## src/rtl/debug_unit.sv

```systemverilog
// Byte-command debug controller: loads instruction memory, runs/steps the core
// and dumps PC plus register file over a byte link.
module debug_unit #(
   parameter int NB_INST = 32,
   parameter int NB_ADDR = 32,
   parameter int NB_REG  = 5,
   parameter int NB_BYTE = 8,
   parameter int N_REGS  = 32
) (
   input  logic               i_clk,
   input  logic               i_reset,
   input  logic               i_rx_valid,
   input  logic [NB_BYTE-1:0] i_rx_data,
   output logic               o_tx_valid,
   output logic [NB_BYTE-1:0] o_tx_data,
   input  logic               i_tx_ready,
   output logic               o_enable,
   output logic               o_imem_write,
   output logic [NB_ADDR-1:0] o_imem_addr,
   output logic [NB_INST-1:0] o_imem_data,
   output logic [NB_REG-1:0]  o_reg_addr,
   input  logic [NB_INST-1:0] i_reg_data,
   input  logic [NB_ADDR-1:0] i_pc,
   input  logic               i_halt
);

   localparam int NB_BCNT = $clog2(NB_INST / NB_BYTE);
   localparam int NB_CNT  = NB_BYTE + 1;
   localparam int NB_RIDX = $clog2(N_REGS + 1);

   localparam logic [NB_BYTE-1:0] CMD_L = 'h4C;
   localparam logic [NB_BYTE-1:0] CMD_C = 'h43;
   localparam logic [NB_BYTE-1:0] CMD_S = 'h53;
   localparam logic [NB_BYTE-1:0] CMD_R = 'h52;
   localparam logic [NB_BYTE-1:0] CMD_B = 'h42;
   localparam logic [NB_BYTE-1:0] RSP_K = 'h4B;
   localparam logic [NB_BYTE-1:0] RSP_H = 'h48;
   localparam logic [NB_BYTE-1:0] RSP_Q = 'h3F;

   typedef enum logic [3:0] {
      ST_IDLE, ST_LOAD_CNT, ST_LOAD_DATA, ST_RUN, ST_STEP,
      ST_DUMP_LATCH, ST_DUMP_CAP, ST_DUMP_SEND, ST_DUMP_WAIT, ST_TX
   } state_t;

   state_t               r_state,    w_state;
   logic                 r_enable,   w_enable;
   logic                 r_write,    w_write;
   logic [NB_ADDR-1:0]   r_addr,     w_addr;
   logic [NB_INST-1:0]   r_data,     w_data;
   logic [NB_REG-1:0]    r_reg_addr, w_reg_addr;
   logic                 r_tx_valid, w_tx_valid;
   logic [NB_BYTE-1:0]   r_tx_data,  w_tx_data;
   logic [NB_CNT-1:0]    r_count,    w_count;
   logic [NB_CNT-1:0]    r_word,     w_word;
   logic [NB_BCNT-1:0]   r_bcnt,     w_bcnt;
   logic [NB_RIDX-1:0]   r_ridx,     w_ridx;
   logic [NB_INST-1:0]   r_shift,    w_shift;
   logic [NB_CNT-1:0]    w_word_inc;

   assign w_word_inc = r_word + NB_CNT'(1);

   always_comb begin
      w_state    = r_state;
      w_enable   = r_enable;
      w_write    = 1'b0;
      w_addr     = r_addr;
      w_data     = r_data;
      w_reg_addr = r_reg_addr;
      w_tx_valid = r_tx_valid;
      w_tx_data  = r_tx_data;
      w_count    = r_count;
      w_word     = r_word;
      w_bcnt     = r_bcnt;
      w_ridx     = r_ridx;
      w_shift    = r_shift;
      case (r_state)
         ST_IDLE: if (i_rx_valid) begin
            case (i_rx_data)
               CMD_L: w_state = ST_LOAD_CNT;
               CMD_C: begin
                  w_state  = ST_RUN;
                  w_enable = 1'b1;
               end
               CMD_S: if (i_halt) begin
                  w_tx_valid = 1'b1;
                  w_tx_data  = RSP_H;
                  w_state    = ST_TX;
               end else begin
                  w_state  = ST_STEP;
                  w_enable = 1'b1;
               end
               CMD_R: begin
                  w_shift = NB_INST'(i_pc);
                  w_bcnt  = '0;
                  w_ridx  = '0;
                  w_state = ST_DUMP_SEND;
               end
               default: begin
                  w_tx_valid = 1'b1;
                  w_tx_data  = RSP_Q;
                  w_state    = ST_TX;
               end
            endcase
         end
         ST_LOAD_CNT: if (i_rx_valid) begin
            w_count = (i_rx_data == '0) ? NB_CNT'(1 << NB_BYTE) : NB_CNT'(i_rx_data);
            w_word  = '0;
            w_bcnt  = '0;
            w_state = ST_LOAD_DATA;
         end
         ST_LOAD_DATA: if (i_rx_valid) begin
            w_data = {r_data[NB_INST-NB_BYTE-1:0], i_rx_data};
            w_bcnt = r_bcnt + NB_BCNT'(1);
            if (r_bcnt == '1) begin
               w_write = 1'b1;
               w_addr  = NB_ADDR'(r_word[NB_BYTE-1:0]);
               w_word  = w_word_inc;
               if (w_word_inc == r_count) begin
                  w_tx_valid = 1'b1;
                  w_tx_data  = RSP_K;
                  w_state    = ST_TX;
               end
            end
         end
         // halt and 'B' in the same cycle collapse into one stop
         ST_RUN: if (i_halt || (i_rx_valid && i_rx_data == CMD_B)) begin
            w_enable   = 1'b0;
            w_tx_valid = 1'b1;
            w_tx_data  = RSP_H;
            w_state    = ST_TX;
         end
         ST_STEP: begin
            w_enable   = 1'b0;
            w_tx_valid = 1'b1;
            w_tx_data  = RSP_K;
            w_state    = ST_TX;
         end
         ST_DUMP_SEND: begin
            w_tx_valid = 1'b1;
            w_tx_data  = r_shift[NB_INST-1 -: NB_BYTE];
            w_shift    = r_shift << NB_BYTE;
            w_state    = ST_DUMP_WAIT;
         end
         // r_ridx counts words already sent: 0 is the PC, r is register r-1
         ST_DUMP_WAIT: if (i_tx_ready) begin
            w_tx_valid = 1'b0;
            w_bcnt     = r_bcnt + NB_BCNT'(1);
            if (r_bcnt != '1) begin
               w_state = ST_DUMP_SEND;
            end else if (r_ridx == NB_RIDX'(N_REGS)) begin
               w_reg_addr = '0;
               w_tx_valid = 1'b1;
               w_tx_data  = RSP_K;
               w_state    = ST_TX;
            end else begin
               w_reg_addr = NB_REG'(r_ridx);
               w_ridx     = r_ridx + NB_RIDX'(1);
               w_state    = ST_DUMP_LATCH;
            end
         end
         ST_DUMP_LATCH: w_state = ST_DUMP_CAP;
         ST_DUMP_CAP: begin
            w_shift = i_reg_data;
            w_state = ST_DUMP_SEND;
         end
         ST_TX: if (i_tx_ready) begin
            w_tx_valid = 1'b0;
            w_state    = ST_IDLE;
         end
         default: w_state = ST_IDLE;
      endcase
   end

   always_ff @(posedge i_clk) begin
      if (!i_reset) begin
         r_state    <= ST_IDLE;
         r_enable   <= 1'b0;
         r_write    <= 1'b0;
         r_addr     <= '0;
         r_data     <= '0;
         r_reg_addr <= '0;
         r_tx_valid <= 1'b0;
         r_tx_data  <= '0;
         r_count    <= '0;
         r_word     <= '0;
         r_bcnt     <= '0;
         r_ridx     <= '0;
         r_shift    <= '0;
      end else begin
         r_state    <= w_state;
         r_enable   <= w_enable;
         r_write    <= w_write;
         r_addr     <= w_addr;
         r_data     <= w_data;
         r_reg_addr <= w_reg_addr;
         r_tx_valid <= w_tx_valid;
         r_tx_data  <= w_tx_data;
         r_count    <= w_count;
         r_word     <= w_word;
         r_bcnt     <= w_bcnt;
         r_ridx     <= w_ridx;
         r_shift    <= w_shift;
      end
   end

   assign o_enable     = r_enable;
   assign o_imem_write = r_write;
   assign o_imem_addr  = r_addr;
   assign o_imem_data  = r_data;
   assign o_reg_addr   = r_reg_addr;
   assign o_tx_valid   = r_tx_valid;
   assign o_tx_data    = r_tx_data;

endmodule
```

## config.mk

```make
export PLATFORM = sky130hd
export DESIGN_NAME = debug_unit
export DESIGN_NICKNAME = d
export VERILOG_FILES = /design/src/rtl/debug_unit.sv
export SDC_FILE = /design/constraint.sdc
export NUM_CORES = 1
export LEC_CHECK = 0
export ABC_AREA = 1
export BUFFER_PORTS_ARGS = -buffer_cell sky130_fd_sc_hd__buf_2
export CELL_PAD_IN_SITES_DETAIL_PLACEMENT = 1
export CELL_PAD_IN_SITES_GLOBAL_PLACEMENT = 1
export CORE_ASPECT_RATIO = 1.5
export CORE_MARGIN = 8
export CORE_UTILIZATION = 33
export CTS_CLUSTER_DIAMETER = 60
export DETAILED_ROUTE_END_ITERATION = 7
export PLACE_DENSITY_LB_ADDON = 0.1
export SYNTH_ARGS = -nofsm -noshare
export SYNTH_HDL_FRONTEND = slang
export SYNTH_SLANG_ARGS = --single-unit
```

## constraint.sdc

```tcl
create_clock -name i_clk -period 2 [get_ports i_clk]
set_clock_uncertainty 0.15 [all_clocks]
set_input_delay 0.2 -clock i_clk [delete_from_list [all_inputs] [get_ports i_clk]]
set_output_delay 0.2 -clock i_clk [all_outputs]
set_load 0.02 [all_outputs]
```

==> impl_metrics.env, run 1 <==
export IMPL_synth_adder_area_share_pct=0.883
export IMPL_tritoncts="yes"
export IMPL_fp_dieW_um=123
export IMPL_ys_types=38
export IMPL_regArea_um2=2370
export IMPL_period_minus_slack_ns=2.06
export IMPL_wl_per_cell_um=17.2
export IMPL_layout_drive_gt1_share_pct=30.0
export IMPL_r2r_start="r_word[0]"
export IMPL_dpl_cell_area_um2=6770
export IMPL_arrival_ns=2.22
export IMPL_num_rows=58
export IMPL_yosysWarnings=0
export IMPL_die_y_um=176
export IMPL_fin_nets=1145
export IMPL_fin_area_um2=8590
export IMPL_num_io_pins=157
export IMPL_post_drt_via_cell_ratio=4.98
export IMPL_worstPathMaxFanout=6
export IMPL_grt_pass1_vias=6987
export IMPL_drt_wl_total_um=22200
export IMPL_reg2regPathDepth=15
export IMPL_synth_avg_cell_area_um2=6.98
export IMPL_postRouteAntennaNets=0
export IMPL_die_area_um2=21700
export IMPL_finalHoldWorstSlack_ns=0.0436
export IMPL_hpwlAfterDp_um=15000
export IMPL_leakagePower_nw=3.96
export IMPL_core_area_um2=16800
export IMPL_nFillCells=2098
export IMPL_final_cell_mix="154 x nand2_1, 132 x buf_2, 112 x nor2_1"
export IMPL_critPathKind="reg -> reg"
export IMPL_clock_sinks=118
export IMPL_outcome="finished, violations left"
export IMPL_ir_drop_mv=0.523
export IMPL_clk_pin_slew_ns=0.06
export IMPL_r2r_slack_ns=-0.06
export IMPL_period_share_pct=103
export IMPL_layout_commonest_cell="nand2_1"
export IMPL_holdCritStartpoint="i_rx_data[7]"
export IMPL_whs_endpoint="r_count[8]"
export IMPL_numCtsBuffers=17
export IMPL_grt_pass1_wl_um=35000
export IMPL_maxCapViolCount=0
export IMPL_r2r_end="o_tx_data[2]"
export IMPL_ys_seq_area_share_pct=41.7
export IMPL_drv_slew=0
export IMPL_start_util_pct=33.8
export IMPL_final_cells=1287
export IMPL_hold_violations=0
export IMPL_root_buffer="clkbuf_16"
export IMPL_crit_path_start_kind="flop"
export IMPL_hold_path_class="in -> reg"
export IMPL_antenna_found_initial=0
export IMPL_io_buffers=132
export IMPL_setup_viol=12
export IMPL_synth_compound_area_share_pct=19.0
export IMPL_grt_max_degree=43
export IMPL_antennaDiodeCount=0
export IMPL_p_per_area_nw_per_um2=1280
export IMPL_routabilityCongestion=0.842
export IMPL_dp_cells=1164
export IMPL_gr_total_overflow=0
export IMPL_hold_depth=4
export IMPL_synthSimpleGateAreaFrac_pct=26.9
export IMPL_syn_instance_count=812
export IMPL_clkLatencyLatePin_ns=0.42
export IMPL_multi_input_area_um2=3050
export IMPL_cts_max_level=4
export IMPL_ys_ff_latch=118
export IMPL_synth_xor_xnor_area_share_pct=0.309
export IMPL_required_ns=2.16
export IMPL_fmax_mhz=486
export IMPL_syn_cell_area_um2=5670
export IMPL_rsz0062_at_grt="yes"
export IMPL_cp_end_kind="flop"
export IMPL_synth_area_mux_share_pct=0
export IMPL_power_mw=11.0
export IMPL_clockBufferDepth=2
export IMPL_drt_pre_antenna_iters=4
export IMPL_via_count=6415
export IMPL_synth_top_family_by_area="simple AND/OR/NAND/NOR gates"
export IMPL_grt_total_usage_pct=20.3
export IMPL_areaGrowthSynthToFinish_pct=51.6
export IMPL_drc=0
export IMPL_violations="negative setup slack"
export IMPL_first_iter_violations=282
export IMPL_setup_ws_ns=-0.0594
report_power, final:
| part | switching [mW] | internal (mW) |
|---|---|---|
| combinational | 2.61 | 1.85 |
| clock | 1.17 | 1.96 |
| sequential | 0.405 | 2.98 |
worst max path at each step:
stage / from / endpoint / slack, ns / cells after the start
2_1_floorplan: r_word[0] / r_state[0] / 0.08 / 14
3_3_place_gp: r_word[0] / o_tx_data[4] / -0.07 / 12
3_5_place_dp: r_word[0] / r_state[1] / -0.24 / 14
4_1_cts: r_word[1] / o_tx_data[2] / -0.07 / 12
5_1_grt: r_word[6] / o_tx_data[2] / -0.17 / 12
6_report: r_word[0] / o_tx_data[2] / -0.06 / 15
per-stage QoR:
stage	setup slack, ns	setup TNS [ns]	utilization [%]
6_report	-0.0594	-0.311	51.2
5_1_grt	-0.166	-3.10	51.2
4_1_cts	-0.0695	-0.371	49.4
3_5_place_dp	-0.242	-2.15	40.4
3_3_place_gp	-0.0652	-0.521	40.4
2_1_floorplan	0.0820	0	-
cell type report:
class | count | share of cell area, %
clock inverter | 15 | 2.10
tap | 210 | 3.06
inverter | 80 | 3.61
multi-input combinational | 578 | 35.5
timing repair buffer | 269 | 23.1
sequential | 118 | 27.7
clock buffer | 17 | 4.95
synth_stat cells, drive strengths merged:
library cell / instances / area, µm²
clkinv: 1 / 3.75
buf: 33 / 230
ha: 4 / 50.1
a211oi: 3 / 22.5
nand2: 169 / 644
o31ai: 1 / 7.51
nand4: 12 / 75.1
or2: 2 / 12.5
a22oi: 1 / 7.51
xor2: 1 / 8.76
clkbuf: 27 / 101
xnor2: 1 / 8.76
nor3b: 1 / 18.8
a31oi: 1 / 6.26
o21ai: 93 / 465
nor2: 130 / 503
inv: 79 / 297
dfxtp: 118 / 2360
conb: 1 / 3.75
nand3: 30 / 168
o21a: 2 / 15.0
a41oi: 24 / 210
or3: 1 / 6.26
nor3: 16 / 90.1
nand3b: 1 / 7.51
a221oi: 8 / 70.1
o2111ai: 1 / 8.76
a21oi: 50 / 250
o21bai: 1 / 11.3
critical path, stage by stage (launching register included):
cell and delay [ns]:
dfxtp_2 0.36, ha_4 0.18, inv_2 0.04, nand2_2 0.07, nand2_1 0.05, nand2_1 0.06, nand2_1 0.06, nor2_1 0.13
nand3_1 0.11, nor2_2 0.12, nand3_2 0.12, nand2_4 0.15, buf_6 0.14, nand4_1 0.08, nand2_1 0.08, nor2_1 0.04
sequential cells by signal, indices dropped and copies added (netlist names), 5 cells and up:
signal,count
o_imem_addr,8
o_imem_data,32
o_reg_addr,5
o_tx_data,8
r_count,9
r_ridx,6
r_shift,32
r_word,9
cells by family after synthesis:
logic type      Yosys count
other cells               1
simple gates            362
compound gates          185
flops                   118
fa+ha+maj                 4
xor+xnor                  2
buf+inv                 140
per-layer routing:
metal	vias to the layer above	wire, µm	GRT usage (%)
li1	3155	-	-
met1	3087	8240	20.1
met2	141	12300	39.0
met3	32	1030	4.13
met4	0	597	8.97
met5	-	0	0
timing repair:
item                                    CTS  global route
pin swaps                                13            29
hold endpoints to repair                 41             0
buffers inserted                          4            11
hold buffers                             74             0
endpoints found under the setup margin   38            48
resized for setup                        41            69
cloned                                    1             1
Power figures use the tool's default switching activity.
==> inputs of run 2 (changes only) <==
--- a/config.mk
+++ b/config.mk
@@ -7,6 +7,7 @@
 export LEC_CHECK = 0
 export ABC_AREA = 1
 export BUFFER_PORTS_ARGS = -buffer_cell sky130_fd_sc_hd__buf_2
+export CAP_MARGIN = 40
 export CELL_PAD_IN_SITES_DETAIL_PLACEMENT = 1
 export CELL_PAD_IN_SITES_GLOBAL_PLACEMENT = 1
 export CORE_ASPECT_RATIO = 1.5
@@ -15,6 +16,7 @@
 export CTS_CLUSTER_DIAMETER = 60
 export DETAILED_ROUTE_END_ITERATION = 7
 export PLACE_DENSITY_LB_ADDON = 0.1
+export SKIP_CTS_REPAIR_TIMING = 1
 export SYNTH_ARGS = -nofsm -noshare
 export SYNTH_HDL_FRONTEND = slang
 export SYNTH_SLANG_ARGS = --single-unit
==> run 2 against run 1 <==
Against the previous run: the run ends with negative hold slack, negative setup slack left; critical path type unchanged; largest cell class unchanged; first-iteration DRC count fell by 2.1%; sequential share of layout area rose by 0.28 points; non-clock buffer count fell by 6; register-to-register slack barely moved.
==> impl_metrics.env, run 2 (synthesis gave the netlist of run 1 again) <==
export IMPL_root_buffer="clkbuf_16"
export IMPL_cp_end_kind="flop"
export IMPL_numCtsBuffers=17
export IMPL_grt_pass1_wl_um=31600
export IMPL_cts_max_level=4
export IMPL_clkPwrFrac_pct=28.8
export IMPL_period_share_pct=102
export IMPL_reg2regPathDepth=15
export IMPL_critPathCapture="o_tx_data[4]"
export IMPL_holdCritStartpoint="i_rx_data[7]"
export IMPL_outcome="finished, violations left"
export IMPL_postRouteAntennaNets=0
export IMPL_clkLatencyLatePin_ns=0.41
export IMPL_rsz0062_at_grt="yes"
export IMPL_post_drt_via_cell_ratio=4.98
export IMPL_critPathKind="reg -> reg"
export IMPL_fin_nets=1139
export IMPL_required_ns=2.20
export IMPL_ir_drop_mv=0.530
export IMPL_drt_met1_wl_um=8160
export IMPL_layout_drive_gt1_share_pct=29.5
export IMPL_clock_sinks=118
export IMPL_layout_commonest_cell="nand2_1"
export IMPL_core_area_um2=16800
export IMPL_power_switching_mw=4.15
export IMPL_clockBufferDepth=2
export IMPL_routabilityCongestion=0.842
export IMPL_start_util_pct=33.8
export IMPL_critPathMaxStageDelay_ns=0.35
export IMPL_clk_pin_slew_ns=0.06
export IMPL_grt_max_degree=43
export IMPL_hold_path_class="in -> reg"
export IMPL_setup_viol=9
export IMPL_path_cells="ha_4 > inv_1 > nand2_2 > nand2_1 > nand2_1 > nand2_1 > nor2_1 > nand3_1 > nor2_2 > nand3_2 > nand2_4 > nand3_4 > nand2_2 > inv_2 > nor2_1"
export IMPL_tns_ns=-0.268
export IMPL_seqPwrFrac_pct=31.2
export IMPL_leakagePower_nw=3.91
export IMPL_final_cell_mix="154 x nand2_1, 132 x buf_2, 113 x nor2_1"
export IMPL_cpMaxStageDelayCell="dfxtp_2"
export IMPL_dp_slack_ns=-0.242
export IMPL_maxCapViolCount=0
export IMPL_r2r_start="r_word[1]"
export IMPL_period_minus_slack_ns=2.05
export IMPL_fmax_mhz=489
export IMPL_drc=0
export IMPL_r2r_slack_ns=-0.05
export IMPL_first_iter_violations=276
export IMPL_top_layer="met4"
export IMPL_hold_violations=2
export IMPL_die_y_um=176
export IMPL_areaGrowthSynthToFinish_pct=50.3
export IMPL_p_per_area_nw_per_um2=1280
export IMPL_violations="negative hold slack, negative setup slack"
export IMPL_grt_pass1_vias=6500
export IMPL_die_area_um2=21700
export IMPL_num_io_pins=157
export IMPL_antenna_found_initial=0
export IMPL_worstPathMaxFanout=6
export IMPL_num_rows=58
export IMPL_route_met3_wl_um=969
export IMPL_finalHoldWorstSlack_ns=-0.0327
export IMPL_pwr_share_comb_pct=40.0
export IMPL_swShare_pct=38.2
export IMPL_setup_worst_path_start="r_word[1]"
export IMPL_io_buffers=132
export IMPL_hpwlAfterDp_um=15000
export IMPL_tritoncts="yes"
export IMPL_routed_wl_met2_um=12000
export IMPL_setup_ws_ns=-0.0464
export IMPL_drt_pre_antenna_iters=4
export IMPL_intPower_mw=6.73
export IMPL_grt_total_usage_pct=18.1
export IMPL_via_count=6388
export IMPL_fp_dieW_um=123
export IMPL_wl_per_cell_um=17.0
export IMPL_drt_wl_total_um=21800
export IMPL_gr_total_overflow=0
export IMPL_drv_slew=0
export IMPL_arrival_ns=2.25
export IMPL_crit_top_cell="nand2_1"
export IMPL_r2r_end="o_tx_data[4]"
export IMPL_crit_path_start_kind="flop"
run 2: worst min-delay path by stage:
stage	end	slack, ns	cells after the start
2_1_floorplan	o_imem_data[1]	0.18	2
3_3_place_gp	o_reg_addr[2]	0.28	2
3_5_place_dp	o_reg_addr[2]	0.28	2
4_1_cts	r_shift[0]	-0.13	3
5_1_grt	r_count[7]	0.005	3
6_report	r_count[7]	-0.03	3
run 2: power groups by stage:
stage / Clock [mW] / Sequential, mW / Combinational, mW
3_5_place_dp: 0 / 3.40 / 3.57
4_1_cts: 3.20 / 3.36 / 3.59
5_1_grt: 3.29 / 3.46 / 4.81
3_3_place_gp: 0 / 3.38 / 3.43
2_1_floorplan: 0 / 3.49 / 2.08
6_report: 3.13 / 3.39 / 4.35
run 2: layout make-up:
class / instances / area (µm²)
Antenna cell: 1 / 2.50
Sequential cell: 118 / 2380
Clock inverter: 15 / 180
Tap cell: 210 / 263
Clock buffer: 17 / 425
Timing Repair Buffer: 263 / 1910
Multi-Input combinational cell: 578 / 3050
Fill cell: 2099 / 8250
Inverter: 80 / 308
run 2: worst max-delay path: cells and delay by family (launching register included):
kind / cells / cell delay, ns
buf+inv: 2 / 0.09
fa+ha+maj: 1 / 0.17
simple gates: 12 / 1.22
flops: 1 / 0.35
run 2: metrics by stage:
step,utilization [%],total power [mW],area (µm²),cells
after floorplan,-,5.57,5750,835
after global placement,40.4,6.81,6770,1164
after detailed placement,40.4,6.97,6770,1164
final,50.8,10.9,8510,1282
after CTS,44.0,10.1,7370,1196
after global routing,50.8,11.6,8510,1281
run 2: routing by layer:
layer | track usage (%) | up-vias
li1 | - | 3131
met3 | 3.49 | 39
met5 | 0 | -
met1 | 18.9 | 3075
met2 | 34.4 | 143
met4 | 7.25 | 0
